--- src/rtl/control_unit.sv ---
// Moore sequencer for the lab processor: fetch, decode and execute of one instruction per pass.
// Optional LOADC (opcode 6) instruction is built only when CU_LOADC_EN is defined.
module control_unit #(
    parameter int unsigned DA_W = 8
) (
    input  logic            clock,
    input  logic            reset,
    input  logic [15:0]     ir,
    output logic            pc_clr,
    output logic            pc_up,
    output logic            ir_ld,
    output logic [DA_W-1:0] d_addr,
    output logic            d_wr,
    output logic [1:0]      rf_s,
    output logic [7:0]      rf_imm,
    output logic [3:0]      rf_w_addr,
    output logic            rf_w_wr,
    output logic [3:0]      rf_ra_addr,
    output logic            rf_ra_rd,
    output logic [3:0]      rf_rb_addr,
    output logic            rf_rb_rd,
    output logic [2:0]      alu_s,
    output logic [3:0]      state
);

    typedef enum logic [3:0] {
        StInit   = 4'd0,
        StFetch  = 4'd1,
        StDecode = 4'd2,
        StNoop   = 4'd3,
        StLoadA  = 4'd4,
        StLoadB  = 4'd5,
        StStore  = 4'd6,
        StAdd    = 4'd7,
        StSub    = 4'd8,
        StHalt   = 4'd9,
        StLoadc  = 4'd10
    } state_e;

    state_e state_q, state_d;

    always_ff @(posedge clock) begin
        if (reset) begin
            state_q <= StInit;
        end else begin
            state_q <= state_d;
        end
    end

    always_comb begin
        state_d = StInit;
        unique case (state_q)
            StInit:   state_d = StFetch;
            StFetch:  state_d = StDecode;
            StDecode: begin
                case (ir[15:12])
                    4'h0:    state_d = StNoop;
                    4'h1:    state_d = StStore;
                    4'h2:    state_d = StLoadA;
                    4'h3:    state_d = StAdd;
                    4'h4:    state_d = StSub;
                    4'h5:    state_d = StHalt;
`ifdef CU_LOADC_EN
                    4'h6:    state_d = StLoadc;
`endif
                    default: state_d = StNoop;
                endcase
            end
            StNoop:   state_d = StFetch;
            StLoadA:  state_d = StLoadB;
            StLoadB:  state_d = StFetch;
            StStore:  state_d = StFetch;
            StAdd:    state_d = StFetch;
            StSub:    state_d = StFetch;
            StHalt:   state_d = StHalt;
`ifdef CU_LOADC_EN
            StLoadc:  state_d = StFetch;
`endif
            default:  state_d = StInit;
        endcase
    end

    always_comb begin
        pc_clr     = 1'b0;
        pc_up      = 1'b0;
        ir_ld      = 1'b0;
        d_addr     = '0;
        d_wr       = 1'b0;
        rf_s       = 2'b00;
        rf_imm     = 8'h00;
        rf_w_addr  = 4'h0;
        rf_w_wr    = 1'b0;
        rf_ra_addr = 4'h0;
        rf_ra_rd   = 1'b0;
        rf_rb_addr = 4'h0;
        rf_rb_rd   = 1'b0;
        alu_s      = 3'b000;
        case (state_q)
            StInit: pc_clr = 1'b1;
            StFetch: begin
                ir_ld = 1'b1;
                pc_up = 1'b1;
            end
            // RAM read takes one cycle, so the write-back happens in the second load state.
            StLoadA, StLoadB: begin
                d_addr    = DA_W'(ir[11:4]);
                rf_s      = 2'b01;
                rf_w_addr = ir[3:0];
                rf_w_wr   = (state_q == StLoadB);
            end
            StStore: begin
                d_addr     = DA_W'(ir[11:4]);
                d_wr       = 1'b1;
                rf_ra_addr = ir[3:0];
                rf_ra_rd   = 1'b1;
            end
            StAdd, StSub: begin
                rf_ra_addr = ir[11:8];
                rf_ra_rd   = 1'b1;
                rf_rb_addr = ir[7:4];
                rf_rb_rd   = 1'b1;
                alu_s      = (state_q == StAdd) ? 3'b001 : 3'b010;
                rf_s       = 2'b00;
                rf_w_addr  = ir[3:0];
                rf_w_wr    = 1'b1;
            end
`ifdef CU_LOADC_EN
            StLoadc: begin
                rf_s      = 2'b10;
                rf_imm    = ir[7:0];
                rf_w_addr = ir[11:8];
                rf_w_wr   = 1'b1;
            end
`endif
            default: ;
        endcase
    end

    assign state = state_q;

endmodule
--- config.mk ---
export PLATFORM = sky130hd
export DESIGN_NAME = control_unit
export DESIGN_NICKNAME = d
export VERILOG_FILES = /design/src/rtl/control_unit.sv
export SDC_FILE = /design/constraint.sdc
export NUM_CORES = 1
export LEC_CHECK = 0
export ABC_AREA = 1
export ABC_CLOCK_PERIOD_IN_PS = 1150
export BUFFER_PORTS_ARGS = -buffer_cell sky130_fd_sc_hd__buf_2
export CAP_MARGIN = 20
export CORE_MARGIN = 1
export CORE_UTILIZATION = 34
export CTS_BUF_LIST = sky130_fd_sc_hd__clkbuf_16
export CTS_CLUSTER_SIZE = 20
export DETAILED_ROUTE_END_ITERATION = 10
export PLACE_DENSITY = 0.78
export SKIP_LAST_GASP = 1
export SYNTH_ARGS = -nofsm -noshare
export SYNTH_HDL_FRONTEND = slang
export SYNTH_SLANG_ARGS = --single-unit
--- constraint.sdc ---
create_clock -name clock -period 1.15 [get_ports clock]
set_input_delay 0.23 -clock clock [delete_from_list [all_inputs] [get_ports clock]]
set_output_delay 0.23 -clock clock [all_outputs]
set_load 0.03 [all_outputs]
# --- Word-level counts from Yosys, hierarchy flattened ---
# Index checks and enable logic that the tools add are counted.
totals:
  out_inout_bits: 44
  inputBits: 18
  word_cells: 37
  register_bits: 4
classes:
  muxes: 15
  n_reduce_logical: 7
  n_eq_ne: 14
op_table:
  columns: ["op", "n"]
  rows:
  - ["case mux 4 bit (5 select lines)", 2]
  - ["equality test 4 x 3 -> 1 bit, second input constant", 6]
  - ["equality test 4 x 2 -> 1 bit, second input constant", 4]
  - ["equality test 4 x 1 -> 1 bit, second input constant", 2]
  - ["equality test 4 bit, second input constant", 2]
  - ["2-to-1 mux 4 bit", 2]
  - ["2-to-1 mux 8 bit", 1]
  - ["case mux 4 bit (2 select lines)", 1]
  - ["2-to-1 mux 1 bit", 6]
  - ["OR reduction 3 bit", 2]
  - ["OR reduction 6 bit", 1]
  - ["logical NOT 4 bit", 1]
  - ["2-to-1 mux 2 bit", 2]
  - ["OR reduction 2 bit", 2]
  - ["OR reduction 4 bit", 1]
  - ["case mux 1 bit (2 select lines)", 1]

# --- Depth between registers and ports, before layout ---
# Gate-level depths: netlist (run 1).
depth:
  word_depth: 3
  mapped_depth: 7
  ltp_nobuf: 7

# --- Worst setup path after synthesis (run 1) ---
# No wires, ideal clock.
synth_timing:
  path_type: "flip-flop to output port"
  start: "register state_q[2] (netlist: state[2])"
  end: "output rf_ra_addr[0]"
  t_required_ns: 0.920
  path_stages_with_launch: 7
  t_arrival_ns: 1.661
  n_path_buf: 0
  path_slack_ns: -0.741
  path_cell_list: "dfxtp_1 inv_2 nor2_4 nand3_1 nand2_2 inv_2 o21ai_1"
synth_between:
  elab_chain_len: 3
  word_cells_on_any_way: 5
  classes_between: "eq/ne (3); mux (1); reduce/logical (1)"
synth_rtl:
  columns: ["item", "line", "rtl"]
  rows:
  - ["from (decl)", "40", "state_e state_q, state_d;"]
  - ["from (signal assigned)", "44", "state_q <= StInit;"]
  - ["from (signal assigned)", "46", "state_q <= state_d;"]
  - ["equality test 4 x 3 -> 1 bit or equality test 4 bit (tied branches)", "98", "case (state_q)"]
  - ["OR reduction 2 bit", null, null]
  - ["case mux 4 bit (2 select lines) *", "98", null]
  - ["to (decl)", "18", "output logic [3:0] rf_ra_addr,"]
# Every way passes the cells marked *; elsewhere a longest branch is shown, timed or not.

# --- Final worst setup path (run 1) ---
layout_timing:
  start: "register state_q[2] (netlist: state[2])"
  end: "output rf_ra_addr[2]"
# Same word-level chain as after synthesis.

==> results of run 1 <==
==> area by class of cell <==
type	count	area, um2	share of cell area, %
tap	16	20.0	1.34
sequential	4	95.1	6.35
inverter	25	106	7.10
multi-input combinational	76	559	37.3
timing repair inverter	1	6.26	0.418
clock buffer	3	75.1	5.01
timing repair buffer	75	636	42.4
==> synthesized netlist by cell type (all sizes together) <==
cell type	count	area share, %
nand2	23	15
nand3	8	7.5
a21oi	4	3.4
dfxtp	4	13
buf	12	16
nor2	20	15
nand4	1	1.0
conb	1	0.63
o21ai	8	8.6
nor3	2	3.6
inv	25	16
==> stage by stage <==
step	util (%)	TNS, ns
6_report	95.0	-15.57
5_1_grt	95.0	-16.85
4_1_cts	87.4	-11.75
3_5_place_dp	66.3	-4.99
3_3_place_gp	66.3	-4.09
2_1_floorplan	-	-4.88
==> worst reg2reg max path, delay by kind of cell, from the launching register on <==
family,cells,cell delay [ns]
AO/OA/AOI/OAI,1,0.16
buffers and inverters,6,0.62
flip-flops,1,0.35
AND/OR/NAND/NOR,3,0.37
==> timing repair <==
| action | in CTS | in global routing |
|---|---|---|
| setup buffers | 5 | 7 |
| cloned | 1 | 0 |
| resized for setup | 66 | 22 |
| pin swaps | 8 | 8 |
| setup endpoints to repair | 36 | 36 |
==> cells by family (layout without fill, tap and decap cells) <==
group / Yosys count / after routing / share of synthesized area (%)
AND/OR/NAND/NOR: 54 / 54 / 42.6
buffers and inverters: 37 / 104 / 31.4
AO/OA/AOI/OAI: 12 / 12 / 11.9
flip-flops: 4 / 4 / 13.4
other: 1 / 10 / 0.628
==> metal layers <==
| metal | up-vias | GRT usage, % | routed length [um] |
|---|---|---|---|
| met5 | - | 0 | 0 |
| met4 | 0 | 17.0 | 488 |
| met3 | 56 | 5.42 | 457 |
| met2 | 122 | 58.8 | 2060 |
| met1 | 521 | 30.0 | 1300 |
| li1 | 460 | - | - |
==> path summary, 6_finish.rpt <==
check / start / to / slack, ns / cells past startpoint
min reg2reg: state[3] / state[3] / 0.69 / 3
max: state[2] / rf_ra_addr[2] / -0.60 / 7
max reg2reg: state[2] / state[2] / -0.44 / 10
min: reset / state[1] / 0.24 / 2
==> power groups by stage <==
stage,combinational [mW],clock (mW),sequential (mW)
after floorplan,0.345,0,0.210
after global placement,0.473,0,0.189
after detailed placement,0.484,0,0.189
after CTS,0.577,0.553,0.188
after global routing,0.731,0.580,0.192
final,0.703,0.558,0.193
==> qor.yml, run 1 <==
status:
  status: "finished, violations left"
  failed_checks: "DRC, setup timing"
drt:
  drt_iter0_markers: 33
  first_pass_iters: 9
  ant_nets: 0
  dr_total_vias: 1159
  drc_errors: 2
  routed_wl_um: 4300
  vias_per_cell: 5.80
  routedWlPerCell_um: 21.5
cells_and_area:
  layout_commonest_cell: "buf_6"
  fin_area_um2: 1500
  syn2layout_area_growth_pct: 151
  post_route_cells_drive_above_1_share_pct: 72.8
  largest_register_ffs: 4
  fin_cells: 200
  fill_cells: 45
  nNetsFinal: 204
  final_cell_mix: "32 x buf_6, 24 x buf_4, 19 x buf_2"
  n_antenna_cell: 0
clock_tree:
  clock-sinks: 4
  cts_root_buf: "clkbuf_16"
  tritoncts: "built"
  clockBufferDepth: 2
  clk_pin_slew_ns: 0.03
  cts_inserted_buffers: 3
  insertion_delay_ns: 0.23
  cts_max_level: 1
  hold_buffers: 0
power_and_ir_drop:
  p_leak_nw: 0.785
  p_seq_share_pct: 13.2
  total_power_mw: 1.45
  intPower_uw: 874
  p_clk_share_pct: 38.4
  power_switching_uw: 580
  cellPowerDensity_nw_per_um2: 971
  ir_drop_mv: 1.32
  switching_share_pct: 39.9
  combPwrFrac_pct: 48.4
timing:
  finClkSkew_ns: 0.00422
  holdWs_ns: 0.244
  hold_viol: 0
  max_freq_ghz: 0.572
  post-route-min-period_ns: 1.75
  finalMaxSlewViolations: 0
  setup_viol: 35
  rsz0062_at_grt: "true"
  worst_slack_ns: -0.597
  finalCritPeriodShare_pct: 152
min_path:
  hold_path.class: "input pin to register"
grt:
  antenna_found_initial: 0
  grt_max_degree: 9
  grt_pass1_wl_um: 4390
  track_usage_pct: 30.5
  grt_pass1_vias: 1013
  grt-ovfl-total: 0
critical_path:
  critPathTopFamily: "simple AND/OR/NAND/NOR gates"
  crit_chain: "inv_4, nor2_4, inv_2, nor2_4, nand2_1, o21ai_4, buf_6"
  path_buf_inv: 3
  critPathMaxFanout: 5
  worst_path_max_delay_cell: "dfxtp_4"
  cp-end-kind: "output pin"
  crit_path_frequent_cell: "nor2_4"
  worstPathArrival_ns: 1.52
  cp.required_ns: 0.92
  critical-path-max-stage-delay_ns: 0.36
  crit_path_start_kind: "register"
  path_class: "register to output pin"
die:
  start_util_pct: 37.9
  num_io_pins: 62
  die_w_um: 43.9
  die_area_um2: 1930
  core_um2: 1580
  rows: 14
  die_y_um: 43.9
yosys:
  syn_avg_cell_area_um2: 5.53
  synth_seq_cells: 4
  syn_area_um2: 597
  synth_seq_area_share_pct: 13.4
  synth_cell_types: 20
  syn_inst: 108
  yosys_warnings: 0
placed_design:
  place_ws_ns: -0.256
  io_buffers: 51
  place_area_um2: 1050
  placed_cells: 185
  gp_congestion: 0.813
  dpl.hpwl_um: 1620
run:
  drv_cap: 0
Note: power is estimated with default switching activity, not from simulation.
==> run 2, diff against run 1 <==
Settings changed: ABC_CLOCK_PERIOD_IN_PS 1150 to 1700, BUFFER_PORTS_ARGS -buffer_cell sky130_fd_sc_hd__buf_2 to -buffer_cell sky130_fd_sc_hd__buf_4.
Clock period 1.15 ns to 1.7 ns, I/O delays scaled along.
==> run 2 against run 1 <==
Net effect:
- the flow still finishes with violations (DRC, setup timing)
- clock skew is 0.0021 ns lower
- critical path type unchanged
- count of clock-buffer cells in the layout stayed put
- register-to-register slack better by 0.94 ns
- clock power is 35% lower
- largest power group is now the clock network
- die area stayed put
- combinational power is 52% lower
- sequential cell count stayed put
==> qor.yml, run 2 (synthesis results as in run 1) <==
min_path:
  holdPathStages: 2  # unchanged
  worstHoldEndpoint: "state[2]"
  hold_path.class: "input pin to register"
  min-delay-start: "reset"
cells_and_area:
  final_cell_mix: "46 x buf_4, 20 x inv_1, 20 x nand2_1"
  final_util_pct: 79.8  # -15 points
  fin_area_um2: 1260  # -16%
  fin_cells: 184  # -8.0%
  layout_commonest_cell: "buf_4"
  nNetsFinal: 188  # -7.8%
  n_antenna_cell: 0  # unchanged
  post_route_cells_drive_above_1_share_pct: 55.4  # -17 points
  largest_register_ffs: 4  # unchanged
  syn2layout_area_growth_pct: 111
timing:
  holdWs_ns: 0.289  # +0.0446 ns
  post-route-min-period_ns: 1.72
  worst_slack_ns: -0.0240  # +0.573 ns
  finClkSkew_ns: 0.00214  # -0.00208 ns
  rsz0062_at_grt: "true"
  setup-tns-final_ns: -0.0381  # +15.53 ns
  setup_viol: 5  # -86%
  max_freq_ghz: 0.580
  finalCritPeriodShare_pct: 101
  finalMaxSlewViolations: 0  # unchanged
  hold_viol: 0  # unchanged
critical_path:
  path_class: "register to output pin"
  worst_path_max_delay_cell: "dfxtp_2"
  reg2reg_from: "state[0]"
  cp.required_ns: 1.36  # +0.44 ns
  critical-path-max-stage-delay_ns: 0.36  # about the same
  crit_path_start_kind: "register"
  crit_chain: "nor2_4, nand3_2, nand2_4, inv_8, o21ai_4, buf_4"
  r2r-end: "state[0]"
  r2r_cells: 6  # -4
  worstPathArrival_ns: 1.38  # -0.14 ns
  cp-end-kind: "output pin"
  reg2reg_slack_ns: 0.50  # +0.94 ns
  critPathMaxFanout: 5  # unchanged
status:
  failed_checks: "DRC, setup timing"
  status: "finished, violations left"
drt:
  vias_per_cell: 4.72  # -19%
  dr_total_vias: 869  # -25%
  drt_iter0_markers: 25  # -24%
  routedWlPerCell_um: 12.6  # -41%
  first_pass_iters: 9  # unchanged
  routed_wl_um: 2320  # -46%
  drc_errors: 1  # -1
  ant_nets: 0  # unchanged
placed_design:
  io_buffers: 51  # unchanged
  placed_cells: 173  # -6.5%
  gp_congestion: 0.819  # +0.79%
  dpl.hpwl_um: 1480  # -8.6%
  place_area_um2: 1030  # -1.3%
die:
  core_um2: 1580  # unchanged
  die_y_um: 43.9  # unchanged
  die_area_um2: 1930  # unchanged
  die_w_um: 43.9  # unchanged
  start_util_pct: 37.9  # unchanged
  num_io_pins: 62  # unchanged
  rows: 14  # unchanged
clock_tree:
  cts_root_buf: "clkbuf_16"
  tritoncts: "built"
  insertion_delay_ns: 0.22  # about the same
  clockBufferDepth: 2  # unchanged
  cts_max_level: 1  # unchanged
  clk_pin_slew_ns: 0.03  # about the same
  cts_inserted_buffers: 3  # unchanged
  clock-sinks: 4  # unchanged
grt:
  antenna_found_initial: 0  # unchanged
  grt_pass1_vias: 735  # -27%
  grt-ovfl-total: 0  # unchanged
  grt_pass1_wl_um: 3240  # -26%
  track_usage_pct: 23.0  # -7.4 points
  grt_max_degree: 9  # unchanged
power_and_ir_drop:
  cellPowerDensity_nw_per_um2: 662  # -32%
  ir_drop_mv: 0.572  # -57%
  p_leak_nw: 0.710  # -9.6%
run:
  drv_cap: 0  # unchanged
[run 2: cell count changes in the layout (fill, tap and decap cells not counted), sizes merged]
cell / delta
buf: -16
[run 2: how the worst max path moves through the flow]
stage,slack [ns],from,cells after the start,to
after floorplan,0.0005,state[0],3,pc_up
after global placement,0.18,state[3],6,rf_ra_addr[1]
after detailed placement,0.16,state[3],6,rf_ra_addr[0]
after CTS,-0.04,state[2],7,rf_ra_addr[0]
after global routing,-0.07,state[3],7,rf_w_addr[0]
final,-0.02,state[3],6,rf_ra_addr[0]
[run 2: area by class of cell]
| type | instances | area (um2) |
|---|---|---|
| fillers | 103 | 318 |
| clock buffers | 3 | 75.1 |
| repair buffers | 59 | 492 |
| flip-flops and latches | 4 | 85.1 |
| inverters | 25 | 104 |
| well taps | 16 | 20.0 |
| repair inverters | 1 | 6.26 |
| multi-input cells | 76 | 477 |
[run 2: stage by stage]
| step | power [mW] | worst slack [ns] |
|---|---|---|
| after floorplan | 0.355 | 0.000505 |
| after global placement | 0.426 | 0.184 |
| after detailed placement | 0.432 | 0.155 |
| after CTS | 0.807 | -0.0424 |
| after global routing | 0.873 | -0.0732 |
| final | 0.834 | -0.0240 |
[run 2: per-layer routing]
metal	vias up	track usage (%)	share of wire, %
met2	41	43.3	58
met4	0	10.9	0.56
li1	422	-	-
met1	404	24.2	37
met3	2	4.58	4.1
met5	-	0	0
[run 2: what timing repair did]
item                                    4_1_cts  5_1_grt
hold buffers                                  0        0
gates resized for setup                      11       14
endpoints found under the setup margin       17       24
pin swaps                                     2        3
cloned                                        1        0
setup buffers                                 4        3
[run 2: critical path, delay by kind of cell (launching register included)]
| family | cells | cell delay, ns |
|---|---|---|
| simple gates | 3 | 0.45 |
| flops | 1 | 0.36 |
| compound gates | 1 | 0.11 |
| buf+inv | 2 | 0.24 |
[run 2: where the power goes]
part | leakage (nW) | total (mW) | switching, mW | internal [mW]
Combinational | 0.639 | 0.338 | 0.217 | 0.122
Sequential | 0.0343 | 0.134 | 0.0276 | 0.107
Clock | 0.0370 | 0.361 | 0.0613 | 0.300
==> run 3, diff against run 2 <==
Settings changed: CORE_ASPECT_RATIO from default to 1.25.
==> run 3 against run 2 <==
Net effect:
- sequential power fell by 3%
- routed wire length down 19%
- count of clock-buffer cells in the layout did not move
- the run now ends clean
==> qor.yml, run 3 (synthesis results as in run 1) <==
status:
  status: "complete, no violations"
clock_tree:
  tritoncts: "built"
  clk_pin_slew_ns: 0.03  # about the same
  cts_root_buf: "clkbuf_16"
  clock-sinks: 4  # unchanged
  cts_max_level: 1  # unchanged
  cts_inserted_buffers: 3  # unchanged
  insertion_delay_ns: 0.23  # about the same
  hold_buffers: 0  # unchanged
  clockBufferDepth: 2  # unchanged
grt:
  antenna_found_initial: 0  # unchanged
  track_usage_pct: 19.4  # -3.6 points
  gr-max-usage-layer: "met2"
  use_met2_pct: 37.7  # -5.6 points
  grt-ovfl-total: 0  # unchanged
  grtUsageMet1_pct: 16.2  # -8.0 points
  grt_pass1_vias: 704  # -4.2%
  grt_max_degree: 10  # +1
  grt_pass1_wl_um: 2680  # -17%
  use_met3_pct: 5.02  # +0.44 points
timing:
  setup-tns-final_ns: 0  # +0.0381 ns
  post-route-min-period_ns: 1.66  # -0.0619 ns
  hold_viol: 0  # unchanged
  finalCritPeriodShare_pct: 97.8  # -3.6 points
  setup_viol: 0  # -5
  max_freq_ghz: 0.602  # +3.7%
  worst_slack_ns: 0.0379  # +0.0619 ns
  rsz0062_at_grt: "true"
  finClkSkew_ns: 0.00245  # +0.000304 ns
  finalMaxSlewViolations: 0  # unchanged
drt:
  ant_nets: 0  # unchanged
  drt_iter0_markers: 5  # -80%
  routedWlPerCell_um: 10.4  # -18%
  dr_total_vias: 816  # -6.1%
  vias_per_cell: 4.51  # -4.5%
  routed_wl_um: 1880  # -19%
  first_pass_iters: 2  # -7
  drc_errors: 0  # -1
min_path:
  hold_path.class: "input pin to register"
  min-delay-start: "reset"
  worstHoldEndpoint: "state[1]"
  holdPathStages: 2  # unchanged
critical_path:
  cp-end-kind: "output pin"
  crit_path_start_kind: "register"
  reg2reg_from: "state[0]"
  r2r-end: "state[3]"
  critPathMaxFanout: 9  # +4
  cp.required_ns: 1.36  # about the same
  worstPathArrival_ns: 1.32  # -0.06 ns
  reg2reg_slack_ns: 0.60  # +0.10 ns
  path_class: "register to output pin"
  r2r_cells: 5  # -1
die:
  die_area_um2: 1930  # about the same
  die_w_um: 39.5  # -10%
  start_util_pct: 37.3  # -0.59 points
  num_io_pins: 62  # unchanged
  rows: 16  # +2
  die_y_um: 48.8  # +11%
  core_um2: 1600  # +1.6%
cells_and_area:
  largest_register_ffs: 4  # unchanged
  layout_commonest_cell: "buf_4"
  nNetsFinal: 183  # -2.7%
  n_antenna_cell: 0  # unchanged
  post_route_cells_drive_above_1_share_pct: 52.8  # -2.6 points
  syn2layout_area_growth_pct: 96.4
  final_cell_mix: "50 x buf_4, 21 x nand2_1, 20 x inv_1"
placed_design:
  place_ws_ns: 0.142  # -0.0133 ns
  gp_congestion: 0.790  # -3.5%
  io_buffers: 51  # unchanged
  dpl.hpwl_um: 1560  # +5.2%
power_and_ir_drop:
  ir_drop_mv: 0.607  # +6.0%
  cellPowerDensity_nw_per_um2: 692  # +4.4%
  p_leak_nw: 0.674  # -5.1%
  total_power_uw: 811  # -2.8%
run:
  drv_cap: 0  # unchanged
[run 3: changes by cell type in the layout (fill, tap and decap cells not counted), sizes merged]
cell  delta
buf      -4
inv      -1
[run 3: timing repair]
action | in CTS | in global routing
pin swaps | 2 | 2
resized for setup | 8 | 4
setup endpoints to repair | 18 | 14
buffers inserted | 3 | 0
gates cloned | 0 | 0
[run 3: cell type report]
type / instances / area, um2
inverter: 25 / 101
sequential: 4 / 85.1
timing repair buffer: 55 / 432
multi-input combinational: 76 / 457
fill: 135 / 429
tap: 18 / 22.5
clock buffer: 3 / 75.1
[run 3: worst max-delay path, cell delays in order (launching register included)]
cell and delay (ns):
dfxtp_2 0.35, nor2_2 0.14, nand3_2 0.13, nand2_4 0.13, inv_8 0.07, o21ai_4 0.13
buf_6 0.14
[run 3: per-stage QoR]
step,utilization (%),instance area [um2],cells,hold slack (ns)
global route,73.2,1170,181,0.297
detailed placement,64.6,1030,175,0.527
finish,73.2,1170,181,0.291
floorplan,-,716,117,0.402
global placement,64.6,1030,175,0.528
CTS,72.4,1160,181,0.288
[run 3: where the power goes]
part	total (mW)	switching, mW	leakage [nW]	internal, mW
combinational	0.315	0.205	0.602	0.110
clock	0.366	0.0654	0.0370	0.300
sequential	0.130	0.0229	0.0343	0.107
[run 3: metal layers]
layer / vias up / share of wire (%) / routed length [um]
met5: - / 0 / 0
met3: 5 / 11 / 197
met1: 357 / 33 / 610
li1: 413 / - / -
met4: 0 / 1.8 / 33
met2: 41 / 55 / 1030
[run 3: worst max path at each step]
stage	startpoint	cells after the start	endpoint	slack, ns
after floorplan	state[0]	3	pc_up	0.0005
after global placement	state[3]	6	rf_ra_addr[0]	0.16
after detailed placement	state[2]	7	rf_ra_addr[1]	0.14
after CTS	state[2]	7	rf_ra_addr[1]	0.03
after global routing	state[2]	7	rf_w_addr[1]	-0.04
final	state[1]	6	rf_ra_addr[1]	0.04
